### src/rtl/twos_decoder_pkg.sv
// Shared definitions for the two's-complement to sign-magnitude decoder.
// The default width is shared with the negation and adder blocks of the datapath.
package twos_decoder_pkg;

    localparam int DEFAULT_WIDTH = 8;

    typedef enum logic [1:0] {
        IDLE  = 2'd0,
        SHIFT = 2'd1,
        DONE  = 2'd2
    } state_t;

endpackage

### src/rtl/twos_serial_cell.sv
// One bit of the copy-until-first-one-then-invert conversion, LSB first.
// Bits of a positive operand pass straight through.
module twos_serial_cell (
    input  logic b,
    input  logic sign,
    input  logic seen_one,
    output logic out_bit,
    output logic seen_one_next
);

    // A negative operand copies bits up to and including the first one, then inverts the rest.
    assign out_bit       = sign ? (seen_one ? ~b : b) : b;
    assign seen_one_next = seen_one | b;

endmodule

### src/rtl/twos_decoder.sv
// Bit-serial two's-complement to sign-magnitude decoder with an en/ready handshake.
// A conversion takes WIDTH shift cycles followed by a single-cycle ready pulse.
module twos_decoder
    import twos_decoder_pkg::*;
#(
    parameter int WIDTH = DEFAULT_WIDTH,
    parameter int CNT_W = $clog2(WIDTH)
) (
    input  logic             clk,
    input  logic             reset,
    input  logic             en,
    input  logic [WIDTH-1:0] A,
    output logic [WIDTH-1:0] Output,
    output logic             sign,
    output logic             is_min,
    output logic             busy,
    output logic             ready
);

    state_t           r_state;
    state_t           w_nextState;
    logic [WIDTH-1:0] r_shreg;
    logic [WIDTH-1:0] r_out;
    logic             r_sign;
    logic             r_isMin;
    logic             r_seenOne;
    logic [CNT_W-1:0] r_cnt;

    logic             w_capture;
    logic             w_lastBit;
    logic             w_outBit;
    logic             w_seenOneNext;

    twos_serial_cell u_cell (
        .b             (r_shreg[0]),
        .sign          (r_sign),
        .seen_one      (r_seenOne),
        .out_bit       (w_outBit),
        .seen_one_next (w_seenOneNext)
    );

    assign w_lastBit = (r_cnt == CNT_W'(WIDTH - 1));

    always_ff @(posedge clk) begin
        if (reset) begin
            r_state <= IDLE;
        end else begin
            r_state <= w_nextState;
        end
    end

    // DONE accepts a new request directly so conversions can run back to back.
    always_comb begin
        w_nextState = r_state;
        unique case (r_state)
            IDLE:    w_nextState = en ? SHIFT : IDLE;
            SHIFT:   w_nextState = w_lastBit ? DONE : SHIFT;
            DONE:    w_nextState = en ? SHIFT : IDLE;
            default: w_nextState = IDLE;
        endcase
    end

    always_comb begin
        busy      = (r_state == SHIFT);
        ready     = (r_state == DONE);
        w_capture = en && ((r_state == IDLE) || (r_state == DONE));
    end

    // Result bits enter from the MSB side, so after WIDTH shifts the first bit sits at bit 0.
    always_ff @(posedge clk) begin
        if (reset) begin
            r_shreg   <= '0;
            r_out     <= '0;
            r_sign    <= 1'b0;
            r_isMin   <= 1'b0;
            r_seenOne <= 1'b0;
            r_cnt     <= '0;
        end else if (w_capture) begin
            r_shreg   <= A;
            r_sign    <= A[WIDTH-1];
            r_isMin   <= A[WIDTH-1] & ~(|A[WIDTH-2:0]);
            r_seenOne <= 1'b0;
            r_cnt     <= '0;
        end else if (r_state == SHIFT) begin
            r_out     <= {w_outBit, r_out[WIDTH-1:1]};
            r_shreg   <= {1'b0, r_shreg[WIDTH-1:1]};
            r_seenOne <= w_seenOneNext;
            r_cnt     <= r_cnt + 1'b1;
        end
    end

    assign Output = r_out;
    assign sign   = r_sign;
    assign is_min = r_isMin;

endmodule

### config.mk
export PLATFORM = sky130hd
export DESIGN_NAME = twos_decoder
export DESIGN_NICKNAME = d
export VERILOG_FILES = /design/src/rtl/twos_decoder_pkg.sv /design/src/rtl/twos_serial_cell.sv /design/src/rtl/twos_decoder.sv
export SDC_FILE = /design/constraint.sdc
export NUM_CORES = 1
export LEC_CHECK = 0
export CORE_MARGIN = 2
export CORE_UTILIZATION = 35
export DETAILED_ROUTE_END_ITERATION = 8
export DONT_BUFFER_PORTS = 1
export GPL_ROUTABILITY_DRIVEN = 0
export PLACE_DENSITY = 0.57
export SKIP_CTS_REPAIR_TIMING = 1
export SYNTH_ARGS = -nofsm -noshare
export SYNTH_HDL_FRONTEND = slang
export SYNTH_SLANG_ARGS = --single-unit
export TNS_END_PERCENT = 20
### constraint.sdc
create_clock -name clk -period 1.4 [get_ports clk]
set_clock_uncertainty 0.15 [all_clocks]
set_input_delay 0.14 -clock clk [delete_from_list [all_inputs] [get_ports clk]]
set_output_delay 0.14 -clock clk [all_outputs]
set_load 0.01 [all_outputs]
==> results of run 1 <==
[layout make-up]
| class | instances | area share |
|---|---|---|
| inverters | 3 | 0.0167 |
| multi-input cells | 74 | 0.443 |
| clock buffers | 4 | 0.0323 |
| well taps | 31 | 0.0345 |
| flip-flops and latches | 24 | 0.429 |
| repair buffers | 6 | 0.0445 |
[per-layer routing]
layer | share of wire | vias up
li1 | - | 385
met1 | 0.47 | 350
met3 | 0.043 | 5
met2 | 0.45 | 21
met4 | 0.030 | 0
met5 | 0 | -
[cell usage after synthesis]
library cell	instances	share of area
sky130_fd_sc_hd__nor3_2	3	0.028
sky130_fd_sc_hd__and2b_1	1	0.0071
sky130_fd_sc_hd__a21oi_1	9	0.042
sky130_fd_sc_hd__a2111oi_4	1	0.026
sky130_fd_sc_hd__nor2b_1	1	0.0059
sky130_fd_sc_hd__nor3_1	10	0.047
sky130_fd_sc_hd__o21a_1	1	0.0071
sky130_fd_sc_hd__xnor2_1	1	0.0083
sky130_fd_sc_hd__nor4_1	1	0.0059
sky130_fd_sc_hd__nand3_1	1	0.0047
sky130_fd_sc_hd__nand2b_4	2	0.026
sky130_fd_sc_hd__o22ai_1	3	0.018
sky130_fd_sc_hd__clkinv_4	1	0.0083
sky130_fd_sc_hd__nor3b_1	1	0.0071
sky130_fd_sc_hd__o21ai_1	1	0.0047
sky130_fd_sc_hd__a211oi_2	1	0.012
sky130_fd_sc_hd__a311oi_1	1	0.0083
sky130_fd_sc_hd__a311oi_2	1	0.014
sky130_fd_sc_hd__inv_1	2	0.0071
sky130_fd_sc_hd__nand3b_1	1	0.0071
sky130_fd_sc_hd__dfxtp_1	24	0.45
sky130_fd_sc_hd__clkbuf_2	1	0.0047
sky130_fd_sc_hd__buf_1	1	0.0035
sky130_fd_sc_hd__ha_1	3	0.035
sky130_fd_sc_hd__o22ai_2	3	0.035
sky130_fd_sc_hd__mux2i_1	3	0.028
sky130_fd_sc_hd__nand2_1	18	0.064
sky130_fd_sc_hd__buf_2	3	0.014
sky130_fd_sc_hd__nor2_1	6	0.021
sky130_fd_sc_hd__buf_6	1	0.011
sky130_fd_sc_hd__nand4_1	1	0.0059
sky130_fd_sc_hd__buf_8	2	0.028
[power breakdown]
part / switching (uW) / leakage, uW / internal [uW] / total (uW)
Sequential: 27.1 / 0.000196 / 719 / 746
Clock: 205 / 0.0000210 / 159 / 364
Combinational: 98.0 / 0.000180 / 81.1 / 179
Total: 330 / 0.000397 / 959 / 1290
[stage by stage]
step                      power (uW)  utilization  cells
after floorplan                  928            -    109
after global placement           931        0.379    136
after detailed placement         937        0.379    136
after CTS                       1300        0.392    140
after global routing            1350        0.401    142
final                           1290        0.401    142
[state kept, by name, summed over array words and instances (netlist names)]
signal     count
Output         8
is_min         1
r_cnt          3
r_seenOne      1
r_shreg        8
r_state        2
sign           1
[logic make-up after synthesis]
logic type                 after synthesis
AOI/OAI and AO/OA                       21
adders and majority gates                3
and+or+nand+nor                         46
xor gates and xnor gates                 1
buffers and inverters                   11
muxes                                    3
DFF                                     24
[worst max path at each step]
stage | startpoint | end | slack [ps]
2_1_floorplan | r_cnt[0] | r_cnt[2] | 220
6_report | A[7] | is_min | 40
3_3_place_gp | r_state[1] | r_seenOne | 140
4_1_cts | r_state[0] | busy | 40
5_1_grt | A[7] | is_min | 20
3_5_place_dp | r_state[1] | r_seenOne | 110
[worst register-to-register path, stage by stage, from the launching register on]
cell	delay, ps
sky130_fd_sc_hd__dfxtp_1	350
sky130_fd_sc_hd__nand2b_4	200
sky130_fd_sc_hd__buf_4	180
sky130_fd_sc_hd__o22ai_1	90
sky130_fd_sc_hd__a311oi_2	230
==> impl_summary.txt, run 1 <==
----------------------------------------------------
[Outcome]
  Result of the run ... finished, violations left
  Failing checks ... negative hold slack

[Drt]
  Vias after detailed routing ... 761
  Total iterations of the first detailed-routing run ... 4
  Total wire length after detailed routing ... 1.93 mm
  Final routed wire length divided by cell count ... 13.6 um
  Drt initial violations ... 20
  Vias per inst ... 5.36
  Final antenna-violating net count ... 0
  Final routed DRC violation total ... 0

[Cells and area]
  Area of combinational cells with multiple inputs ... 498 um^2
  Most frequent cells in the layout ... sky130_fd_sc_hd__dfxtp_1 (23), sky130_fd_sc_hd__nand2_1 (18), sky130_fd_sc_hd__nor3_1 (10)
  Diodes inserted ... 0
  Most common cell after layout, fill and taps aside ... sky130_fd_sc_hd__dfxtp_1
  Final-layout fill cell count ... 294
  Share of cells above drive strength 1 ... 0.189
  Total non-filler cell area in the finished layout ... 1120 um^2
  Area growth, synth to finish ... 6.02%
  Post-layout nets ... 126
  Sequential cell area ... 482 um^2

[Power]
  Worst supply voltage drop on vdd ... 0.000295 V
  Lkg Pwr ... 0.000397 uW
  Pwr/cell area ... 1150 nW/um^2

[Hold path]
  Hold path depth ... 1
  Worst Hold Endpoint ... r_shreg[7]
  Hold path startpoint ... reset
  Path type of the worst min-delay path ... in -> reg

[STA]
  Fin. Hold Viols ... 24
  Setup repair after global routing missed its margin ... false
  Final cycle utilization of the critical path ... 0.969
  Number of max-slew violations in the final report ... 0
  Total of endpoints with negative setup slack in the final report ... 0
  Tightest Pin Transition ... 359 ps
  Final critical delay including setup and external delays ... 1360 ps
  Tightest hold margin ... -277 ps
  Final worst setup slack ... 44.1 ps
  Highest Clock Rate ... 0.737 GHz
  Total negative setup slack ... 0 ps
  Worst slew margin ... 0.758

[Critical path]
  Critical path data arrival time ... 1470 ps
  Reg-to-reg slack, setup ... 140 ps
  WP buf/inv ... 2
  Endpoint type of the worst setup path ... register
  Critical path's top delay family ... buffers and inverters
  Critical register-to-register path endpoint ... r_shreg[0]
  Number of cells on the critical path ... 4
  Crit Path Class ... in -> reg
  Critical path, cell by cell ... dlygate4sd3_1 -> nand4_1 -> dlygate4sd3_1 -> o21ai_1
  Reg-to-Reg Start ... r_state[1]
  Required time of the critical path ... 1510 ps
  Worst Setup Start Kind ... input port
  Number of cell instances on the worst register-to-register path ... 4
  Maximum net fanout on the critical path ... 2
  Cell with the largest stage delay on the worst path ... sky130_fd_sc_hd__dlygate4sd3_1
  Longest individual stage delay on the worst path ... 580 ps
  Most prevalent standard cell on the critical path ... sky130_fd_sc_hd__dlygate4sd3_1

[Placed design]
  Setup WS pre-CTS ... 110 ps
  Total half-perimeter wirelength after legalization and detailed placement ... 1.39 mm
  Buffers on Ports ... 0
  Area of placed instances ... 1060 um^2

[Floorplan]
  Floorplan die height ... 59.0 um
  Effective utilization at floorplan ... 0.378
  Core area ... 2810 um^2
  Area of the die ... 3480 um^2
  Floorplan die width ... 59.0 um
  Standard-cell row count ... 19
  Number of top-level pins ... 23

[Global routing]
  Routing usage on met1 ... 0.164
  Antenna violations before repair ... 0
  All-Layer GR Usage ... 0.125
  Largest net degree at the start of global routing ... 26
  Vias in the first global route ... 683
  Gr busiest metal ... met2
  Met2 Use GR ... 0.183
  Met3 demand-to-capacity share in global routing ... 0.0262
  Remaining global-route overflow ... 0
  Global-route wire length before repair ... 3.25 mm

[Synth]
  Mux contribution to synthesized area ... 0.0283
  Dominant combinational cell family by area after synthesis ... simple AND/OR/NAND/NOR gates
  Flop and latch count out of synthesis ... 24
  Area fraction in compound gates after synthesis ... 0.168
  Post-synthesis instance total ... 109
  Share of the synthesized netlist area taken by xor and xnor gates ... 0.00826
  Part of the Yosys area used for sequential elements ... 0.453
  Simple-gate area share of the yosys netlist ... 0.230
  Average instance area after synthesis ... 9.72 um^2
  Unique masters post-synth ... 32
  Count of warnings emitted by yosys ... 0
  Synthesized area ... 1060 um^2
  Syn Nets ... 123
  Adder-cell share of the synthesized area ... 0.0354

[Clock network]
  Clock-pin slew on the worst setup and hold paths ... 130 ps
  Clock buffers created by TritonCTS ... 3
  TritonCTS clock tree ... yes
  Number of sinks driven by the clock tree ... 24
  Maximum buffer depth of the clock tree ... 2
  Clock root buffer master ... sky130_fd_sc_hd__clkbuf_4
  Clock network latency to the later pin of the worst-skew pair ... 310 ps
  H-tree level count ... 1

[Run]
  Max-cap check violation count ... 0

----------------------------------------------------
Note: power is estimated with default switching activity, not from simulation.
==> run 2, diff against run 1 <==
--- a/config.mk
+++ b/config.mk
@@ -5,11 +5,14 @@
 export SDC_FILE = /design/constraint.sdc
 export NUM_CORES = 1
 export LEC_CHECK = 0
+export CORE_ASPECT_RATIO = 1.5
 export CORE_MARGIN = 2
 export CORE_UTILIZATION = 35
 export DETAILED_ROUTE_END_ITERATION = 8
 export DONT_BUFFER_PORTS = 1
 export GPL_ROUTABILITY_DRIVEN = 0
+export GPL_TIMING_DRIVEN = 0
+export HOLD_SLACK_MARGIN = 0.08
 export PLACE_DENSITY = 0.57
 export SKIP_CTS_REPAIR_TIMING = 1
 export SYNTH_ARGS = -nofsm -noshare
==> impl_summary.txt, run 2 (same netlist as run 1, synthesis figures left out) <==
----------------------------------------------------
[Global routing]
  All-Layer GR Usage ... 0.127
  Antenna violations before repair ... 0
  Vias in the first global route ... 789
  Largest net degree at the start of global routing ... 15
  Remaining global-route overflow ... 0
  Global-route wire length before repair ... 3.37 mm

[STA]
  Fin. Hold Viols ... 0
  Highest Clock Rate ... 0.761 GHz
  Final worst setup slack ... 85.1 ps
  Total negative setup slack ... 0 ps
  Total of endpoints with negative setup slack in the final report ... 0
  Setup repair after global routing missed its margin ... false
  Worst slew margin ... 0.717
  Final critical delay including setup and external delays ... 1310 ps
  Final cycle utilization of the critical path ... 0.939
  Tightest Pin Transition ... 424 ps
  Number of max-slew violations in the final report ... 0

[Cells and area]
  Most frequent cells in the layout ... sky130_fd_sc_hd__dfxtp_1 (24), sky130_fd_sc_hd__nand2_1 (18), sky130_fd_sc_hd__nor3_1 (10), sky130_fd_sc_hd__dlygate4sd3_1 (10), sky130_fd_sc_hd__a21oi_1 (9)
  Diodes inserted ... 0
  Final-layout fill cell count ... 286
  Most common cell after layout, fill and taps aside ... sky130_fd_sc_hd__dfxtp_1
  Post-layout nets ... 138
  Area growth, synth to finish ... 20.8%
  Share of cells above drive strength 1 ... 0.187

[Power]
  Pwr/cell area ... 1230 nW/um^2
  Relative contribution of the clock network to total power ... 0.381
  Net switching share of the total power ... 0.233
  Worst supply voltage drop on vdd ... 0.000724 V
  Net switching power figure ... 367 uW
  Part of the power in combinational logic ... 0.146
  Lkg Pwr ... 0.000465 uW
  Internal cell power ... 1210 uW
  Tot Pwr ... 1570 uW
  Sequential share of power ... 0.473

[Critical path]
  Crit Path Class ... reg -> out
  Critical path data arrival time ... 1020 ps
  Required time of the critical path ... 1110 ps
  Worst Setup Start Kind ... register
  Maximum net fanout on the critical path ... 10
  Endpoint type of the worst setup path ... output pin

[Run]
  Max-cap check violation count ... 0

[Drt]
  Drt initial violations ... 16
  Total iterations of the first detailed-routing run ... 4
  Final routed DRC violation total ... 0
  Final routed wire length divided by cell count ... 12.8 um
  Final antenna-violating net count ... 0
  Vias per inst ... 5.06
  Vias after detailed routing ... 819
  Total wire length after detailed routing ... 2.07 mm

[Floorplan]
  Floorplan die width ... 48.9 um
  Effective utilization at floorplan ... 0.364
  Number of top-level pins ... 23
  Floorplan die height ... 71.4 um
  Area of the die ... 3490 um^2
  Standard-cell row count ... 24
  Core area ... 2910 um^2

[Clock network]
  H-tree level count ... 1
  Clock network latency to the later pin of the worst-skew pair ... 270 ps
  TritonCTS clock tree ... yes
  Maximum buffer depth of the clock tree ... 2
  Clock buffers created by TritonCTS ... 3
  Number of sinks driven by the clock tree ... 24
  Clock-pin slew on the worst setup and hold paths ... 80 ps
  Clock root buffer master ... sky130_fd_sc_hd__clkbuf_8

[Placed design]
  Buffers on Ports ... 0
  Setup WS pre-CTS ... 165 ps
  Total half-perimeter wirelength after legalization and detailed placement ... 1.49 mm

[Outcome]
  Result of the run ... finished clean

[Hold path]
  Path type of the worst min-delay path ... in -> reg

----------------------------------------------------
-- run 2: cell count changes in the layout (fill, tap and decap cells not counted), sizes merged --
| cell | change |
|---|---|
| dlygate4sd3 | +8 |
| bufinv | +1 |
| buf | +3 |
| clkinv | +1 |
| inv | -1 |
-- run 2: final timing paths --
kind / from / endpoint / slack, ps / cells after the start
setup / recovery: r_state[0] / busy / 90 / 3
hold / removal: reset / is_min / 50 / 3
setup reg to reg: r_cnt[0] / r_cnt[2] / 170 / 4
hold reg to reg: r_shreg[7] / r_shreg[7] / 330 / 2
-- run 2: worst max-delay path, stage by stage, from the launching register on --
cell                       delay [ps]
sky130_fd_sc_hd__dfxtp_1          420
sky130_fd_sc_hd__nand2b_4          90
sky130_fd_sc_hd__clkinv_4         110
sky130_fd_sc_hd__buf_8            140
-- run 2: layout make-up --
cell class | count | area (um^2) | area share
Tap cell | 39 | 48.8 | 0.0381
Clock inverter | 1 | 30.0 | 0.0235
Buffer | 8 | 65.1 | 0.0508
Clock buffer | 3 | 41.3 | 0.0323
Sequential cell | 24 | 480 | 0.375
Timing Repair Buffer | 10 | 100 | 0.0782
Inverter | 3 | 16.3 | 0.0127
Multi-Input combinational cell | 74 | 498 | 0.389
-- run 2: power groups by stage --
| stage | registers (uW) | clock network (uW) | logic (uW) |
|---|---|---|---|
| 2_1_floorplan | 755 | 0 | 173 |
| 3_3_place_gp | 759 | 0 | 202 |
| 3_5_place_dp | 761 | 0 | 204 |
| 4_1_cts | 745 | 610 | 205 |
| 5_1_grt | 748 | 643 | 255 |
| 6_report | 744 | 600 | 230 |
-- run 2: routing by layer --
metal / GRT usage / vias up / wire length [um]
met5: 0 / - / 0
met4: 0.0571 / 0 / 37
met3: 0.0354 / 4 / 99
met2: 0.236 / 25 / 1120
met1: 0.132 / 381 / 815
li1: - / 409 / -
-- run 2: through the flow --
step	instances	instance area, um^2	util	hold slack [ps]
global placement	148	1110	0.381	169
floorplan	109	1060	-	136
detailed placement	148	1110	0.381	174
CTS	152	1180	0.405	-111
finish	162	1280	0.439	51.7
global route	162	1280	0.439	90.1
==> run 3, diff against run 2 <==
--- a/config.mk
+++ b/config.mk
@@ -12,10 +12,10 @@
 export DONT_BUFFER_PORTS = 1
 export GPL_ROUTABILITY_DRIVEN = 0
 export GPL_TIMING_DRIVEN = 0
-export HOLD_SLACK_MARGIN = 0.08
+export HOLD_SLACK_MARGIN = 0.05
 export PLACE_DENSITY = 0.57
 export SKIP_CTS_REPAIR_TIMING = 1
 export SYNTH_ARGS = -nofsm -noshare
 export SYNTH_HDL_FRONTEND = slang
+export SYNTH_HIERARCHICAL = 1
 export SYNTH_SLANG_ARGS = --single-unit
-export TNS_END_PERCENT = 20
==> impl_summary.txt, run 3 <==
----------------------------------------------------
[Synth]
  Flop and latch count out of synthesis ... 24
  Syn Nets ... 126
  Area share of the largest cell type after synthesis ... 0.476
  Count of warnings emitted by yosys ... 6
  Top-count cell post-synth ... sky130_fd_sc_hd__dfxtp_1
  Synthesized area ... 1010 um^2
  Unique masters post-synth ... 27
  Async S/R FF share, synth ... 0
  Post-synthesis instance total ... 112
  Synth cell count leaders ... sky130_fd_sc_hd__dfxtp_1 (24), sky130_fd_sc_hd__nand2_1 (20), sky130_fd_sc_hd__nor3_1 (12)
  Part of the Yosys area used for sequential elements ... 0.476
  Top cells by area in the synthesized netlist ... sky130_fd_sc_hd__dfxtp_1 (48%), sky130_fd_sc_hd__nand2_1 (7.4%), sky130_fd_sc_hd__nor3_1 (5.9%)
  Ys flop type ... sky130_fd_sc_hd__dfxtp_1
  Average instance area after synthesis ... 9.02 um^2
  Cell type contributing the most total cell area after synthesis ... sky130_fd_sc_hd__dfxtp_1
  Number of synthesized flops with an enable pin ... 0

[Cells and area]
  Final-layout fill cell count ... 277
  Diodes inserted ... 0
  Post-layout nets ... 139
  Most frequent cells in the layout ... sky130_fd_sc_hd__dfxtp_1 (23), sky130_fd_sc_hd__nand2_1 (20), sky130_fd_sc_hd__nor3_1 (12)
  Area growth, synth to finish ... 19.1%
  Utilization after layout ... 0.444
  Share of cells above drive strength 1 ... 0.169
  Most common cell after layout, fill and taps aside ... sky130_fd_sc_hd__dfxtp_1

[STA]
  Tightest hold margin ... -51.3 ps
  Number of max-slew violations in the final report ... 0
  Final worst setup slack ... 77.9 ps
  Fin. Hold Viols ... 2
  Final critical delay including setup and external delays ... 1320 ps
  Worst slew margin ... 0.711
  Total of endpoints with negative setup slack in the final report ... 0
  Final cycle utilization of the critical path ... 0.944
  Highest Clock Rate ... 0.756 GHz
  Tightest Pin Transition ... 433 ps

[Global routing]
  Largest net degree at the start of global routing ... 14
  Antenna violations before repair ... 0
  Remaining global-route overflow ... 0
  Global-route wire length before repair ... 3.39 mm
  Vias in the first global route ... 802
  All-Layer GR Usage ... 0.136

[Critical path]
  Crit Path Class ... reg -> reg
  Reg-to-reg slack, setup ... 80 ps
  Required time of the critical path ... 1390 ps
  Critical path, cell by cell ... inv_1 -> ha_1 -> mux2_4 -> nand2_1 -> a21oi_1
  Cell with the largest stage delay on the worst path ... sky130_fd_sc_hd__dfxtp_1
  Longest individual stage delay on the worst path ... 360 ps
  Worst Setup Start Kind ... register
  Critical path data arrival time ... 1320 ps
  Maximum net fanout on the critical path ... 3
  Endpoint type of the worst setup path ... register

[Floorplan]
  Floorplan die height ... 69.8 um
  Effective utilization at floorplan ... 0.373
  Core area ... 2710 um^2
  Number of top-level pins ... 23
  Area of the die ... 3340 um^2
  Standard-cell row count ... 23
  Floorplan die width ... 47.9 um

[Clock network]
  Clock root buffer master ... sky130_fd_sc_hd__clkbuf_8
  Maximum buffer depth of the clock tree ... 2
  Clock network latency to the later pin of the worst-skew pair ... 270 ps
  Clock-pin slew on the worst setup and hold paths ... 80 ps
  H-tree level count ... 1
  Number of sinks driven by the clock tree ... 24
  TritonCTS clock tree ... yes
  Clock buffers created by TritonCTS ... 3

[Drt]
  Final routed DRC violation total ... 0
  Total wire length after detailed routing ... 2.08 mm
  Final routed wire length divided by cell count ... 12.9 um
  Vias after detailed routing ... 826
  Final antenna-violating net count ... 0
  Vias per inst ... 5.13
  Total iterations of the first detailed-routing run ... 4
  Drt initial violations ... 26

[Hold path]
  Path type of the worst min-delay path ... in -> reg

[Power]
  Worst supply voltage drop on vdd ... 0.000552 V
  Pwr/cell area ... 1170 nW/um^2
  Lkg Pwr ... 0.000450 uW
  Tot Pwr ... 1410 uW

[Placed design]
  Setup WS pre-CTS ... 71.1 ps
  Total half-perimeter wirelength after legalization and detailed placement ... 1.52 mm
  Buffers on Ports ... 0

[Outcome]
  Failing checks ... negative hold slack
  Result of the run ... finished, violations left

[Run]
  Max-cap check violation count ... 0

----------------------------------------------------
## run 3: per-stage QoR
step | area [um^2] | TNS, ps | std cells | hold slack, ps
floorplan | 1010 | 0 | 112 | 143
global placement | 1060 | 0 | 149 | 155
detailed placement | 1060 | 0 | 149 | 159
CTS | 1110 | 0 | 153 | -124
global route | 1200 | -26.1 | 161 | -33.6
finish | 1200 | 0 | 161 | -51.3
## run 3: layer usage
metal	GRT usage	wire length (um)
met1	0.173	840
met2	0.207	1040
met3	0.0365	152
met4	0.0571	48
met5	0	0
## run 3: report_power, final
group | internal, uW | leakage [uW] | switching, uW | total [uW]
combinational | 95.4 | 0.000225 | 108 | 203
sequential | 715 | 0.000196 | 23.0 | 738
clock | 251 | 0.0000288 | 217 | 468
## run 3: worst max-delay path, delay by kind of cell, from the launching register on
kind / cells / cell delay (ps)
AOI/OAI and AO/OA: 1 / 50
muxes: 1 / 250
and+or+nand+nor: 1 / 50
buffers and inverters: 1 / 50
DFF: 1 / 360
adders and majority gates: 1 / 280
## run 3: kinds of logic (layout without fill, tap and decap cells)
logic type / Yosys count / after routing / synth area share
AO/OA/AOI/OAI: 19 / 19 / 0.114
XOR/XNOR: 1 / 1 / 0.00868
adder cells (fa/ha/maj): 3 / 3 / 0.0372
buffers and inverters: 12 / 24 / 0.0694
flip-flops: 24 / 24 / 0.476
multiplexers: 4 / 4 / 0.0446
AND/OR/NAND/NOR: 49 / 49 / 0.250
## run 3: final timing paths
| kind | from | end | depth (start not counted) |
|---|---|---|---|
| worst max-delay path | r_shreg[0] | Output[7] | 5 |
| worst min-delay path | A[4] | r_shreg[4] | 2 |
| worst max register to register | r_shreg[0] | Output[7] | 5 |
| worst min register to register | r_shreg[7] | r_shreg[7] | 2 |
## run 3: cell type report
type | instances | area, um^2 | area share
Buffer | 8 | 52.6 | 0.0437
Tap cell | 37 | 46.3 | 0.0385
Sequential cell | 24 | 482 | 0.401
Multi-Input combinational cell | 76 | 459 | 0.382
Clock buffer | 4 | 55.1 | 0.0458
Timing Repair Buffer | 8 | 90.1 | 0.0749
Inverter | 4 | 17.5 | 0.0146
